<file path="config.mk">
export PLATFORM = sky130hd
export DESIGN_NAME = uart_rx_fifo
export DESIGN_NICKNAME = d
export VERILOG_FILES = /design/src/rtl/uart_rx_fifo.sv
export SDC_FILE = /design/constraint.sdc
export NUM_CORES = 1
export LEC_CHECK = 0
export CORE_AREA = 2 2 114 116
export DETAILED_ROUTE_END_ITERATION = 12
export DIE_AREA = 0 0 116 118
export PLACE_DENSITY = 0.67
export SLEW_MARGIN = 10
export SYNTH_ARGS = -nofsm -noshare
export SYNTH_HDL_FRONTEND = slang
export SYNTH_SLANG_ARGS = --single-unit
</file>
<file path="constraint.sdc">
create_clock -name clk -period 2.8 [get_ports clk]
set_input_delay 0.56 -clock clk [delete_from_list [all_inputs] [get_ports clk]]
set_output_delay 0.56 -clock clk [all_outputs]
set_load 0.02 [all_outputs]
</file>
<file path="src/rtl/uart_rx_fifo.sv">
// uart_rx_fifo: 16x-oversampled UART receiver feeding a valid/ready byte FIFO.
// Frames are 8N1 by default and 8E1 when UART_RX_PARITY_EN is defined.
module uart_rx_fifo #(
  parameter int CLK_DIV    = 54,
  parameter int FIFO_DEPTH = 8
) (
  input  logic                        clk,
  input  logic                        rst,
  input  logic                        uart_rx,
  output logic [7:0]                  rx_data,
  output logic                        rx_valid,
  input  logic                        rx_ready,
  output logic [$clog2(FIFO_DEPTH):0] rx_count,
  output logic                        frame_err,
  output logic                        parity_err,
  output logic                        overrun
);

  localparam int ADDR_W = $clog2(FIFO_DEPTH);
  localparam int PTR_W  = ADDR_W + 1;
  localparam int DIV_W  = $clog2(CLK_DIV);

`ifdef UART_RX_PARITY_EN
  typedef enum logic [2:0] {IDLE = 3'd0, START = 3'd1, DATA = 3'd2, PARITY = 3'd3, STOP = 3'd4} state_t;
  localparam state_t AFTER_DATA = PARITY;
`else
  typedef enum logic [2:0] {IDLE = 3'd0, START = 3'd1, DATA = 3'd2, STOP = 3'd4} state_t;
  localparam state_t AFTER_DATA = STOP;
`endif

  state_t            state, state_nx;
  logic              rx_sync_p0, rx_sync_p1, rx_prev_p2;
  logic [1:0]        warm;
  logic              rx_line, fall, tick, mid_start, mid_bit;
  logic [DIV_W-1:0]  div_cnt;
  logic [3:0]        samp_cnt;
  logic [2:0]        bit_cnt;
  logic [7:0]        shift_reg;
  logic              div_clr, samp_clr, shift_en, push_req, ferr_d;
`ifdef UART_RX_PARITY_EN
  logic              par_ld, par_bad, perr_d;
`endif
  logic [7:0]        mem [FIFO_DEPTH];
  logic [PTR_W-1:0]  wr_ptr, rd_ptr;
  logic              full, pop, push;

  // Stage p0/p1: synchroniser. p2: edge history, held low until the synchroniser
  // carries the real pin so a line that is low at reset release is not an edge.
  always_ff @(posedge clk or negedge rst) begin
    if (!rst) begin
      rx_sync_p0 <= 1'b1;
      rx_sync_p1 <= 1'b1;
      rx_prev_p2 <= 1'b0;
      warm       <= 2'b00;
    end else begin
      rx_sync_p0 <= uart_rx;
      rx_sync_p1 <= rx_sync_p0;
      warm       <= {warm[0], 1'b1};
      rx_prev_p2 <= rx_sync_p1 & warm[1];
    end
  end

  assign rx_line   = rx_sync_p1;
  assign fall      = rx_prev_p2 & ~rx_sync_p1;
  assign tick      = (div_cnt == DIV_W'(CLK_DIV - 1));
  // Start is checked on the 8th tick after the edge; every later bit 16 ticks on.
  assign mid_start = tick && (samp_cnt == 4'd7);
  assign mid_bit   = tick && (samp_cnt == 4'd15);

  always_ff @(posedge clk or negedge rst) begin
    if (!rst)
      state <= IDLE;
    else
      state <= state_nx;
  end

  always_comb begin
    state_nx = state;
    case (state)
      IDLE:   if (fall) state_nx = START;
      START:  if (mid_start) state_nx = rx_line ? IDLE : DATA;
      DATA:   if (mid_bit && (bit_cnt == 3'd7)) state_nx = AFTER_DATA;
`ifdef UART_RX_PARITY_EN
      PARITY: if (mid_bit) state_nx = STOP;
`endif
      STOP:   if (mid_bit) state_nx = IDLE;
      default: state_nx = IDLE;
    endcase
  end

  always_comb begin
    div_clr  = 1'b0;
    samp_clr = 1'b0;
    shift_en = 1'b0;
    push_req = 1'b0;
    ferr_d   = 1'b0;
`ifdef UART_RX_PARITY_EN
    par_ld   = 1'b0;
    perr_d   = 1'b0;
`endif
    case (state)
      IDLE: if (fall) begin
        div_clr  = 1'b1;
        samp_clr = 1'b1;
      end
      START:  if (mid_start) samp_clr = 1'b1;
      DATA:   if (mid_bit) shift_en = 1'b1;
`ifdef UART_RX_PARITY_EN
      PARITY: if (mid_bit) par_ld = 1'b1;
      STOP: if (mid_bit) begin
        if (!rx_line)     ferr_d   = 1'b1;
        else if (par_bad) perr_d   = 1'b1;
        else              push_req = 1'b1;
      end
`else
      STOP: if (mid_bit) begin
        if (!rx_line) ferr_d   = 1'b1;
        else          push_req = 1'b1;
      end
`endif
      default: ;
    endcase
  end

  always_ff @(posedge clk or negedge rst) begin
    if (!rst) begin
      div_cnt   <= '0;
      samp_cnt  <= 4'd0;
      bit_cnt   <= 3'd0;
      shift_reg <= 8'h00;
    end else begin
      div_cnt <= (div_clr || tick) ? '0 : div_cnt + DIV_W'(1);
      if (samp_clr)  samp_cnt <= 4'd0;
      else if (tick) samp_cnt <= samp_cnt + 4'd1;
      if (samp_clr)      bit_cnt <= 3'd0;
      else if (shift_en) bit_cnt <= bit_cnt + 3'd1;
      if (shift_en) shift_reg <= {rx_line, shift_reg[7:1]};
    end
  end

`ifdef UART_RX_PARITY_EN
  always_ff @(posedge clk or negedge rst) begin
    if (!rst) begin
      par_bad    <= 1'b0;
      parity_err <= 1'b0;
    end else begin
      if (par_ld) par_bad <= ^{shift_reg, rx_line};
      parity_err <= perr_d;
    end
  end
`else
  assign parity_err = 1'b0;
`endif

  // FIFO: a push while full is only kept when a pop frees the head that same edge.
  assign rx_count = wr_ptr - rd_ptr;
  assign rx_valid = (rx_count != '0);
  assign full     = (rx_count == PTR_W'(FIFO_DEPTH));
  assign pop      = rx_valid && rx_ready;
  assign push     = push_req && (!full || pop);
  assign rx_data  = mem[rd_ptr[ADDR_W-1:0]];

  always_ff @(posedge clk or negedge rst) begin
    if (!rst) begin
      wr_ptr <= '0;
      rd_ptr <= '0;
      for (int i = 0; i < FIFO_DEPTH; i++) mem[i] <= 8'h00;
    end else begin
      if (push) begin
        mem[wr_ptr[ADDR_W-1:0]] <= shift_reg;
        wr_ptr <= wr_ptr + PTR_W'(1);
      end
      if (pop) rd_ptr <= rd_ptr + PTR_W'(1);
    end
  end

  always_ff @(posedge clk or negedge rst) begin
    if (!rst) begin
      frame_err <= 1'b0;
      overrun   <= 1'b0;
    end else begin
      frame_err <= ferr_d;
      overrun   <= push_req && full && !pop;
    end
  end

endmodule

</file>
==> results <==
- After legalization and detailed placement, the total HPWL measured 6810 um.
- Setup repair after global routing could not meet its margin everywhere.
- Data on the critical path arrives at its endpoint at 2.90 ns.
- The sum of internal, switching and leakage power is 3.93 mW.
- The cell sitting at the root of the clock tree is a sky130_fd_sc_hd__clkbuf_16.
- The sequential element share of the synthesized area is 0.527.
- The peak supply drop is 0.449 mV.
- Counting I/O delays and the setup requirement, the final critical path takes 2.68 ns.
- Port buffering added 18 buffers.
- The area of the core region is 0.0124 sq mm.
- Summing all multi-input logic gate instances after layout gives 0.00216 sq mm.
- The startpoint class of the critical path is a register.
- The clock reaches the later pin of the worst-skew pair after 0.35 ns.
- The met3 track demand over resource in global routing is 0.0510.
- Of all nets on the critical path, the largest fanout is 19.
- The worst min-delay path category is input pin to asynchronous set/reset pin.
- In the finished design, the share of the clock period the worst path needs comes to 0.956.
- Counting tap cells, the placed design contains a total of 573 instances.
- For this design the total switching power over the nets is 1.19 mW.
- Summing over every cut layer, the via total after detailed routing is 3198.
- The internal power contribution is 2.75 mW.
- The number of enable flip-flop cells after synthesis is 0.
- The sequential cells in the finished layout cover a total of 0.00258 sq mm.
- After clock tree synthesis, the clock-pin slew on the worst setup and hold paths is 0.07 ns.
- The routed wire length per instance is 18.0 um.
- The weighted congestion at the end of routability-driven global placement is 0.789.
- The maximum number of pins on one net before global-route repair is 76.
- The run finished with clean final reports.
- At the worst endpoint, the required time is 3.03 ns.
- The final count of negative-setup-slack endpoints is 0.
- The global routing usage on met1 is 0.242.
- The relative contribution of sequential cells to total power is 0.421.
- For this configuration, the core starts out at a cell density of 0.394.
- The residual DRC count is 0.
- In the synthesized netlist, the number of instances is 387.
- The clock passes through at most 2 buffers.
- The routed design has 10700 um of wire.
- The layout overhead on the synthesized area is 15.8%.
- The tool flagged a number of max-cap violations equal to 0.
- Before antenna repair, the detailed router went through 4 iterations.
- For this run, global-route usage on met2 was measured as 0.259.
- The die width is 116 um.
- The transition time at the pin with the least slew margin is 0.557 ns.
- In this run the mean area of a mapped cell was 12.7 sq um.
- In this run the core area contains 41 standard-cell rows.
- The relative max-transition margin is 0.628.
- The wire length of the first global-routing pass is 18000 um.
- The distinct cell type count after synthesis is 49.
- Of the cells placed in the final design, the portion with a size suffix greater than 1 is 0.185.
- The post-synth net total is 402.
- The most heavily used metal layer in global routing is met2.
- The final layout contains 431 nets.
- The total number of clock tree sinks is 103.
- The number of slew-limit violations in the final report is 0.
- By area the synthesized netlist is led by sky130_fd_sc_hd__dfrtp_1 (52%), sky130_fd_sc_hd__mux4_2 (7.4%), sky130_fd_sc_hd__o2bb2ai_1 (7.2%).
- For this run, the number of Yosys warnings is 0.
- The count of endpoints failing hold in the final timing report is 0.
- The number of antenna diodes in the final layout is 0.
- The kind of end point of the critical path is a register.
- The global routing usage summed across all routing layers is 0.172.
- Summing every instance area after synthesis gives 0.00490 sq mm.
- The clock network fraction of total power is 0.318.
- The number of DRC markers in iteration 0 is 292.
- The switching power as a share of total power is 0.302.
- Across the routed clock network, the largest skew measured is 0.0107 ns.
- Leaving out fill and tap cells, the most frequent cells in the layout are sky130_fd_sc_hd__dfrtp_1 (101), sky130_fd_sc_hd__nand2_1 (41), sky130_fd_sc_hd__o2bb2ai_1 (40).
- The vertical extent of the die is 118 um.
- The number of flip-flops under the largest register name is 64.
- After detailed routing, the number of vias per cell comes to 5.39.
- Counting the fill cells in the layout gives 1143.
- In this run the remaining antenna-violating nets after routing total 0.
- The highest clock rate is 374 MHz.
- The power density normalized to cell area is 694 mW/mm^2.
- Summed over all cells, the static leakage comes to 2.57 nW.
- For the final routed database, the setup TNS stands at 0 ns.
- The total overflow left after global routing is 0.
- Synthesis inferred 103 register bits.
- The top-level port count is 20.
- The CTS tree is done.
- The depth of the CTS H-tree is 3.
- Of the total power, combinational logic draws 0.260.
- The most area-hungry cell type in the Yosys netlist is sky130_fd_sc_hd__dfrtp_1.
- The most frequent standard cell in the layout excluding fill and tap cells is sky130_fd_sc_hd__dfrtp_1.
- Of all flip-flops after synthesis, the portion carrying an async set or reset was 1.00.
- The filler-free cell count of the finished design is 593.
- The die covers 0.0137 sq mm.
- The type of the setup path with the least slack is register to register.
- The end-of-flow core utilization is 0.457.
- The initial antenna violation count was 0.
- The most used flip-flop cell after synthesis is sky130_fd_sc_hd__dfrtp_1.
- The via count of the first global-routing pass is 3326.
- Of the post-synthesis cell area, the dominant cell type holds 0.516.
- The number of clock buffers added by TritonCTS is 9.
-- final timing paths --
kind | slack, ns | startpoint | cells past startpoint | endpoint
hold reg to reg | 0.35 | warm[0] | 0 | warm[1]
min in group clk | 0.35 | warm[0] | 0 | warm[1]
setup / recovery | 0.12 | wr_ptr[0] | 10 | wr_ptr[1]
hold / removal | 0.14 | rst | 1 | rd_ptr[3]
setup reg to reg | 0.12 | wr_ptr[0] | 10 | wr_ptr[1]
max in group asynchronous | 1.91 | rst | 2 | rx_sync_p0
-- synth_stat cells, types with 3 or more instances --
cell and number:
sky130_fd_sc_hd__a21oi_1 4, sky130_fd_sc_hd__a22o_1 24, sky130_fd_sc_hd__and3_4 3, sky130_fd_sc_hd__buf_2 4, sky130_fd_sc_hd__buf_4 3, sky130_fd_sc_hd__buf_6 5
sky130_fd_sc_hd__clkbuf_1 4, sky130_fd_sc_hd__dfrtp_1 101, sky130_fd_sc_hd__ha_1 10, sky130_fd_sc_hd__inv_1 18, sky130_fd_sc_hd__mux2_2 9, sky130_fd_sc_hd__mux4_2 16
sky130_fd_sc_hd__nand2_1 41, sky130_fd_sc_hd__nand3_1 9, sky130_fd_sc_hd__nand3_2 3, sky130_fd_sc_hd__nand4_1 3, sky130_fd_sc_hd__nand4_2 3, sky130_fd_sc_hd__nand4_4 5
sky130_fd_sc_hd__nor2_1 16, sky130_fd_sc_hd__nor2b_1 11, sky130_fd_sc_hd__o2bb2ai_1 40, sky130_fd_sc_hd__o31ai_1 4, sky130_fd_sc_hd__xnor2_1 10, sky130_fd_sc_hd__xor2_1 5
-- cell families after synthesis --
group,synth area share
AO/OA/AOI/OAI,0.133
XOR/XNOR,0.0268
adder cells (fa/ha/maj),0.0296
buffers and inverters,0.0386
flip-flops,0.527
multiplexers,0.101
other,0.00153
AND/OR/NAND/NOR,0.143
-- power groups by stage --
stage / registers [mW] / clock network, mW / logic [mW]
after floorplan: 1.66 / 0 / 0.675
after global routing: 1.67 / 1.37 / 1.13
after global placement: 1.68 / 0 / 1.01
after CTS: 1.66 / 1.29 / 0.993
final: 1.66 / 1.25 / 1.02
after detailed placement: 1.69 / 0 / 1.01
-- metrics by stage --
stage          worst slack [ns]  area [sq um]  hold slack (ns)
6_report                  0.124          5670            0.135
5_1_grt                 -0.0269          5670            0.149
4_1_cts                 0.00161          5600            0.141
3_5_place_dp             0.0987          5310            0.343
3_3_place_gp              0.112          5310            0.333
2_1_floorplan            0.0174          4900            0.264
-- cell type report --
cell class	count	area share
sequential	103	0.455
inverter	19	0.0126
tap	172	0.0380
multi-input combinational	248	0.382
timing repair buffer	35	0.0611
clock inverter	2	0.00684
clock buffer	14	0.0448
-- metal layers --
layer,up-vias,part of all wire
met3,9,0.072
met2,85,0.48
li1,1489,-
met4,0,0.0085
met1,1615,0.44
met5,-,0
-- worst max-delay path: stages (launching register included) --
cell                      delay, ns
sky130_fd_sc_hd__dfrtp_1       0.38
sky130_fd_sc_hd__inv_1         0.07
sky130_fd_sc_hd__ha_1          0.16
sky130_fd_sc_hd__inv_1         0.06
sky130_fd_sc_hd__fa_1          0.37
sky130_fd_sc_hd__xor2_1        0.20
sky130_fd_sc_hd__or3_1         0.37
sky130_fd_sc_hd__a211o_1       0.32
sky130_fd_sc_hd__buf_12        0.18
sky130_fd_sc_hd__nand2_1       0.11
sky130_fd_sc_hd__mux2_1        0.33
-- timing repair --
action / 4_1_cts / 5_1_grt
setup buffers: 0 / 4
setup endpoints to repair: 3 / 18
resized for setup: 4 / 14
hold buffers: 0 / 0
(Power assumes the default switching activity.)
